$ cat src/rtl/interleaver_pp.sv
// interleaver_pp: ping-pong OFDM block interleaver for QPSK/16-QAM/64-QAM blocks.
// Define INTERLEAVER_STATS_EN to add the blk_count and mode_err status outputs.
module interleaver_pp #(
  parameter int N_SC = 96,
  parameter int D = 16,
  parameter int NCBPS_MAX = N_SC * 6,
  parameter int AW = $clog2(NCBPS_MAX)
) (
  input  logic          clk,
  input  logic          reset,
  input  logic [1:0]    mode,
  input  logic          in_valid,
  input  logic          in_data,
  output logic          in_ready,
  input  logic          out_ready,
  output logic          out_valid,
  output logic          out_data,
  output logic          out_last,
  output logic [1:0]    out_mode,
  output logic [AW-1:0] out_index
`ifdef INTERLEAVER_STATS_EN
  ,
  output logic [15:0]   blk_count,
  output logic          mode_err
`endif
);
  localparam int KW = (D > 1) ? $clog2(D) : 1;
  localparam logic [AW-1:0] ST2 = AW'(N_SC * 2 / D);
  localparam logic [AW-1:0] ST4 = AW'(N_SC * 4 / D);
  localparam logic [AW-1:0] ST6 = AW'(N_SC * 6 / D);
  localparam logic [2:0] SM4 = 3'((N_SC * 4 / D) % 2);
  localparam logic [2:0] SM6 = 3'((N_SC * 6 / D) % 3);
  typedef enum logic [1:0] {EMPTY, FILLING, FULL, DRAINING} bst_t;
  function automatic logic [AW-1:0] nlast(input logic [1:0] md);
    return (md == 2'd2) ? AW'(N_SC * 6 - 1) : (md == 2'd1) ? AW'(N_SC * 4 - 1) : AW'(N_SC * 2 - 1);
  endfunction
  function automatic logic [2:0] modinc(input logic [2:0] a, input logic [2:0] b, input logic [2:0] s);
    logic [2:0] t;
    t = a + b;
    return (t >= s) ? t - s : t;
  endfunction
  bst_t st_q [2];
  bst_t st_d [2];
  logic [1:0] bmode_q [2];
  logic [1:0] bmode_d [2];
  logic wb_q, wb_d, rb_q, rb_d;
  logic [AW-1:0] k_q, k_d, kdiv_q, kdiv_d, m_q, m_d, r_q, r_d;
  logic [KW-1:0] kmod_q, kmod_d;
  logic [2:0] rm_q, rm_d, rk_q, rk_d, kdr_q, kdr_d;
  logic a_valid_q, a_valid_d, a_data_q, a_data_d, a_last_q, a_last_d;
  logic [AW-1:0] a_idx_q, a_idx_d;
  logic [1:0] a_mode_q, a_mode_d;
  logic out_valid_q, out_valid_d, out_data_q, out_data_d, out_last_q, out_last_d;
  logic [AW-1:0] out_index_q, out_index_d;
  logic [1:0] out_mode_q, out_mode_d;
  logic [NCBPS_MAX-1:0] mem_q [2];
  logic [1:0] mode_in, cmode;
  logic [2:0] s, stepm, kdr_inc;
  logic [AW-1:0] step, j;
  logic wr, wlast, kwrap, b_ready, a_ready, rd, rlast;
`ifdef INTERLEAVER_STATS_EN
  logic [15:0] blk_count_q, blk_count_d;
  logic mode_err_q, mode_err_d;
`endif
  // m tracks (Ncbps/D)*(k mod D) + k div D; rm, rk, kdr are m, k mod D and k div D reduced mod s
  always_comb begin
    mode_in = (mode == 2'd3) ? 2'd0 : mode;
    cmode = (k_q == '0) ? mode_in : bmode_q[wb_q];
    s = (cmode == 2'd2) ? 3'd3 : (cmode == 2'd1) ? 3'd2 : 3'd1;
    step = (cmode == 2'd2) ? ST6 : (cmode == 2'd1) ? ST4 : ST2;
    stepm = (cmode == 2'd2) ? SM6 : (cmode == 2'd1) ? SM4 : 3'd0;
    j = m_q - AW'(rm_q) + AW'(modinc(rm_q, s - rk_q, s));
    in_ready = !reset && (st_q[wb_q] == EMPTY || st_q[wb_q] == FILLING);
    wr = in_valid && in_ready;
    wlast = k_q == nlast(cmode);
    kwrap = kmod_q == KW'(D - 1);
    kdr_inc = modinc(kdr_q, 3'd1, s);
    b_ready = !out_valid_q || out_ready;
    a_ready = !a_valid_q || b_ready;
    rd = a_ready && (st_q[rb_q] == FULL || st_q[rb_q] == DRAINING);
    rlast = r_q == nlast(bmode_q[rb_q]);
    st_d = st_q;
    bmode_d = bmode_q;
    wb_d = wb_q;
    rb_d = rb_q;
    k_d = k_q;
    kmod_d = kmod_q;
    kdiv_d = kdiv_q;
    m_d = m_q;
    rm_d = rm_q;
    rk_d = rk_q;
    kdr_d = kdr_q;
    r_d = r_q;
    a_valid_d = a_valid_q;
    a_data_d = a_data_q;
    a_last_d = a_last_q;
    a_idx_d = a_idx_q;
    a_mode_d = a_mode_q;
    out_valid_d = out_valid_q;
    out_data_d = out_data_q;
    out_last_d = out_last_q;
    out_index_d = out_index_q;
    out_mode_d = out_mode_q;
    if (wr) begin
      k_d = wlast ? '0 : k_q + 1'b1;
      kmod_d = (wlast || kwrap) ? '0 : kmod_q + 1'b1;
      kdiv_d = wlast ? '0 : kwrap ? kdiv_q + 1'b1 : kdiv_q;
      kdr_d = wlast ? '0 : kwrap ? kdr_inc : kdr_q;
      rk_d = (wlast || kwrap) ? '0 : modinc(rk_q, 3'd1, s);
      m_d = wlast ? '0 : kwrap ? kdiv_q + 1'b1 : m_q + step;
      rm_d = wlast ? '0 : kwrap ? kdr_inc : modinc(rm_q, stepm, s);
      st_d[wb_q] = wlast ? FULL : FILLING;
      bmode_d[wb_q] = (k_q == '0) ? mode_in : bmode_q[wb_q];
      wb_d = wlast ? ~wb_q : wb_q;
    end
    if (b_ready) begin
      out_valid_d = a_valid_q;
      out_data_d = a_valid_q ? a_data_q : out_data_q;
      out_last_d = a_valid_q ? a_last_q : out_last_q;
      out_index_d = a_valid_q ? a_idx_q : out_index_q;
      out_mode_d = a_valid_q ? a_mode_q : out_mode_q;
    end
    if (a_ready) a_valid_d = rd;
    if (rd) begin
      a_data_d = mem_q[rb_q][r_q];
      a_idx_d = r_q;
      a_last_d = rlast;
      a_mode_d = bmode_q[rb_q];
      r_d = rlast ? '0 : r_q + 1'b1;
      st_d[rb_q] = rlast ? EMPTY : DRAINING;
      rb_d = rlast ? ~rb_q : rb_q;
    end
`ifdef INTERLEAVER_STATS_EN
    blk_count_d = (out_valid_q && out_ready && out_last_q) ? blk_count_q + 16'd1 : blk_count_q;
    mode_err_d = mode_err_q || (wr && k_q != '0 && mode_in != bmode_q[wb_q]);
`endif
  end
  always_ff @(posedge clk or posedge reset) begin
    if (reset) begin
      st_q[0] <= EMPTY;
      st_q[1] <= EMPTY;
      bmode_q[0] <= 2'd0;
      bmode_q[1] <= 2'd0;
      wb_q <= 1'b0;
      rb_q <= 1'b0;
      k_q <= '0;
      kmod_q <= '0;
      kdiv_q <= '0;
      m_q <= '0;
      rm_q <= '0;
      rk_q <= '0;
      kdr_q <= '0;
      r_q <= '0;
      a_valid_q <= 1'b0;
      a_data_q <= 1'b0;
      a_last_q <= 1'b0;
      a_idx_q <= '0;
      a_mode_q <= 2'd0;
      out_valid_q <= 1'b0;
      out_data_q <= 1'b0;
      out_last_q <= 1'b0;
      out_index_q <= '0;
      out_mode_q <= 2'd0;
`ifdef INTERLEAVER_STATS_EN
      blk_count_q <= 16'd0;
      mode_err_q <= 1'b0;
`endif
    end else begin
      st_q <= st_d;
      bmode_q <= bmode_d;
      wb_q <= wb_d;
      rb_q <= rb_d;
      k_q <= k_d;
      kmod_q <= kmod_d;
      kdiv_q <= kdiv_d;
      m_q <= m_d;
      rm_q <= rm_d;
      rk_q <= rk_d;
      kdr_q <= kdr_d;
      r_q <= r_d;
      a_valid_q <= a_valid_d;
      a_data_q <= a_data_d;
      a_last_q <= a_last_d;
      a_idx_q <= a_idx_d;
      a_mode_q <= a_mode_d;
      out_valid_q <= out_valid_d;
      out_data_q <= out_data_d;
      out_last_q <= out_last_d;
      out_index_q <= out_index_d;
      out_mode_q <= out_mode_d;
`ifdef INTERLEAVER_STATS_EN
      blk_count_q <= blk_count_d;
      mode_err_q <= mode_err_d;
`endif
    end
  end
  always_ff @(posedge clk) begin
    if (wr) mem_q[wb_q][j] <= in_data;
  end
  assign out_valid = out_valid_q;
  assign out_data = out_data_q;
  assign out_last = out_last_q;
  assign out_index = out_index_q;
  assign out_mode = out_mode_q;
`ifdef INTERLEAVER_STATS_EN
  assign blk_count = blk_count_q;
  assign mode_err = mode_err_q;
`endif
endmodule

$ cat config.mk
export PLATFORM = sky130hd
export DESIGN_NAME = interleaver_pp
export DESIGN_NICKNAME = d
export VERILOG_FILES = /design/src/rtl/interleaver_pp.sv
export SDC_FILE = /design/constraint.sdc
export NUM_CORES = 2
export LEC_CHECK = 0
export BUFFER_PORTS_ARGS = -buffer_cell sky130_fd_sc_hd__buf_2
export CORE_MARGIN = 2
export CORE_UTILIZATION = 55
export CTS_BUF_LIST = sky130_fd_sc_hd__clkbuf_4 sky130_fd_sc_hd__clkbuf_8 sky130_fd_sc_hd__clkbuf_16
export DETAILED_ROUTE_END_ITERATION = 6
export HOLD_SLACK_MARGIN = 0.12
export PLACE_DENSITY = 0.73
export SLEW_MARGIN = 30
export SYNTH_ARGS = -nofsm -noshare
export SYNTH_HDL_FRONTEND = slang
export SYNTH_SLANG_ARGS = --single-unit
$ cat constraint.sdc
create_clock -name clk -period 7.14 [get_ports clk]
set_input_delay 1.428 -clock clk [delete_from_list [all_inputs] [get_ports clk]]
set_output_delay 1.428 -clock clk [all_outputs]
set_load 0.03 [all_outputs]
==> metrics <==
status=finished clean; crit path time final=6.91 ns; sequential-to-total area share from yosys stat=61.9%; final WL=167 mm; height of the chip=approximately 330 um; H-tree level count=4; CP Class=reg -> reg; Post-synth EDFFs=1,152; Setup Skew=0.0259 ns; RSZ-0062 raised after global routing=yes; setup violators final=0; Clock Sinks=1,243; Worst setup SP type=flip-flop; Std-Cell Rows=120; IO Count=23; Data required, critical path=7.55 ns; Post-Syn Nets=4,391; Core ar.=107,000 um^2; Post-Place Cells=around 5,500; critical path peak fanout=18; post-synthesis cell area=between 50,000 and 60,000 um^2; Worst Slack Setup Final=0.227 ns; DRC=0; final core utilization=64.0%; fin cells=around 5,800; syn avg cell area=13.7 um^2; first-pass GRT wire length=249 mm; max cap viols=0; final period utilization=96.8%; Root Buffer=clkbuf_16; Fillers=7,582; gr usage total=29.4%; synthesized instance count=4,338; cts hold-fix bufs=0; CTS tree=done; asr flop ratio synth=7.32%; Slew @ Worst Pin=approximately 1.1 ns; HP Class=reg -> reg; worst skew pair latency=0.76 ns; Routed Antenna Nets=0; via count=between 40,000 and 50,000; DRT Pass-1 Iters=6; Clock Path Buffers=3; fin. max-slew vios=0; post-synthesis cell type count=66; Detail Placement HPWL=roughly 100 mm; commonest non-fill, non-tap cell in the layout=edfxtp_1; die width=333 um; count of buffers from port buffering=22; CP arrival=7.32 ns; vias in the first global route=40,014; register area=roughly 37,000 um^2; die area=111,000 um^2; Main synth FF type=edfxtp_1; layout cells sized above 1=24.9%; # nets final=4,337; Hold Vio Cnt, Final=0; Rel. slew slack=27.7%; area occupied by multi-input gates=21,600 um^2; vias per cell=7.25; Starting Density=between 50% and 60%; CTS Buf Count=131; hold slack=about 0.48 ns; GP Congestion=approximately 0.9; initial antenna violation count=5; Worst-path clk slew=~0.070 ns; largest net degree at the start of global routing=about 240; number of synthesized register bits=roughly 1,200; GR Overflow Total=0; synth-to-layout area growth=15.3%; commonest non-fill, non-tap cells in the layout=edfxtp_1 (1,152), nor4_1 (989), nand2_1 (366), mux4_2 (284), buf_4 (220); Worst setup EP type=flip-flop; Placement Setup Slack=-0.590 ns; DR WL/cell=28.9 um; FMAX=roughly 0.14 GHz; drt initial violations=6,927; Synth Warn #=0
per-layer routing:
layer / part of all wire [%] / track usage (%) / vias to the layer above
met3: 13 / 7.34 / 462
li1: - / - / 17789
met2: 46 / 44.5 / 2851
met1: 37 / 41.2 / 20924
met5: 0.0078 / 0 / -
met4: 4.5 / 11.9 / 2
per-stage QoR:
step / TNS (ns) / area, um^2
after global placement: -367.27 / 62900
final: 0 / 68700
after CTS: 0 / 67300
after detailed placement: -424.26 / 62900
after global routing: -1.63 / 68600
after floorplan: -4.69 / 59800
what timing repair did:
item	4_1_cts	5_1_grt
gates resized for setup	6	182
cloned	0	6
endpoints found under the setup margin	7	1152
buffers inserted	0	6
pin swaps	1	4
synthesized netlist by cell type, types with 7 or more instances:
cell | count | area (um^2)
nor4_1 | 1157 | 7240
edfxtp_1 | 1152 | 34600
clkbuf_1 | 458 | 1720
nand2_1 | 369 | 1390
mux4_2 | 284 | 6400
mux2i_1 | 95 | 951
dfrtp_1 | 91 | 2280
nor2_1 | 89 | 334
o21ai_0 | 59 | 295
inv_1 | 41 | 154
a21oi_1 | 36 | 180
ha_1 | 36 | 450
nand3_1 | 34 | 170
mux2_2 | 29 | 327
xnor2_1 | 29 | 254
buf_1 | 26 | 97.6
nor3_1 | 24 | 120
buf_2 | 22 | 110
a221oi_1 | 21 | 184
xor2_1 | 21 | 184
a22oi_1 | 20 | 150
buf_4 | 17 | 128
nor2b_1 | 17 | 106
and3_1 | 16 | 100
a211oi_1 | 13 | 97.6
a31oi_1 | 13 | 81.3
buf_6 | 12 | 135
a21o_1 | 10 | 75.1
fa_1 | 10 | 200
nand2b_1 | 10 | 62.6
o22ai_1 | 10 | 62.6
o31ai_1 | 10 | 75.1
or3_1 | 9 | 56.3
o211ai_1 | 8 | 60.1
nand4_1 | 7 | 43.8
critical path, stage by stage, from the launching register on:
cell and delay, ns:
dfrtp_1 0.40, nor4_2 0.27, nand4b_1 0.12, buf_4 0.17
o31ai_4 0.21, inv_1 0.13, ha_4 0.26, fa_1 0.47
inv_1 0.05, fa_1 0.56, buf_4 0.12, inv_1 0.05
fa_1 0.44, o21ai_0 0.25, fa_1 0.51, ha_1 0.32
a21o_1 0.19, a21oi_2 0.22, o21bai_1 0.10, a21oi_2 0.15
o21bai_1 0.09, a21o_1 0.24, buf_4 0.17, xnor2_2 0.17
buf_12 0.21, buf_4 0.23, nor4_1 0.44
final cells by class:
cell class	instances	area share, %
flip-flops and latches	1243	53.7
multi-input cells	2516	31.5
repair buffers	349	5.71
clock buffers	163	5.27
well taps	1403	2.56
clock inverters	74	0.993
inverters	43	0.241
diodes	5	0.0182
registers in the layout, indices dropped and copies added (netlist names), 4 cells and up:
signal / flops
a_idx_q: 10
bmode_q: 4
k_q: 10
kdiv_q: 10
kmod_q: 4
m_q: 10
mem_q: 1152
out_index: 10
r_q: 10
cells by family (layout without fill, tap and decap cells):
family | count (synthesis) | after routing | share of synthesized area (%)
mux | 408 | 408 | 12.9
buf+inv | 579 | 629 | 3.97
fa+ha+maj | 46 | 46 | 1.09
flops | 1243 | 1243 | 61.9
xor+xnor | 50 | 50 | 0.736
compound gates | 254 | 254 | 2.91
other cells | 0 | 5 | 0
simple gates | 1758 | 1758 | 16.5
final timing paths:
check | from | endpoint | slack (ns) | depth (start not counted)
max | k_q[7] | mem_q[1][244] | 0.23 | 26
min | a_idx_q[4] | a_idx_q[4] | 0.48 | 2
max reg2reg | k_q[7] | mem_q[1][244] | 0.23 | 26
min reg2reg | a_idx_q[4] | a_idx_q[4] | 0.48 | 2
max in group asynchronous | reset | r_q[1] | 5.44 | 3
min in group asynchronous | reset | k_q[1] | 0.65 | 2
Power is not shown: default switching activity piles up to over one toggle a cycle in this logic, so the estimate is an artifact.
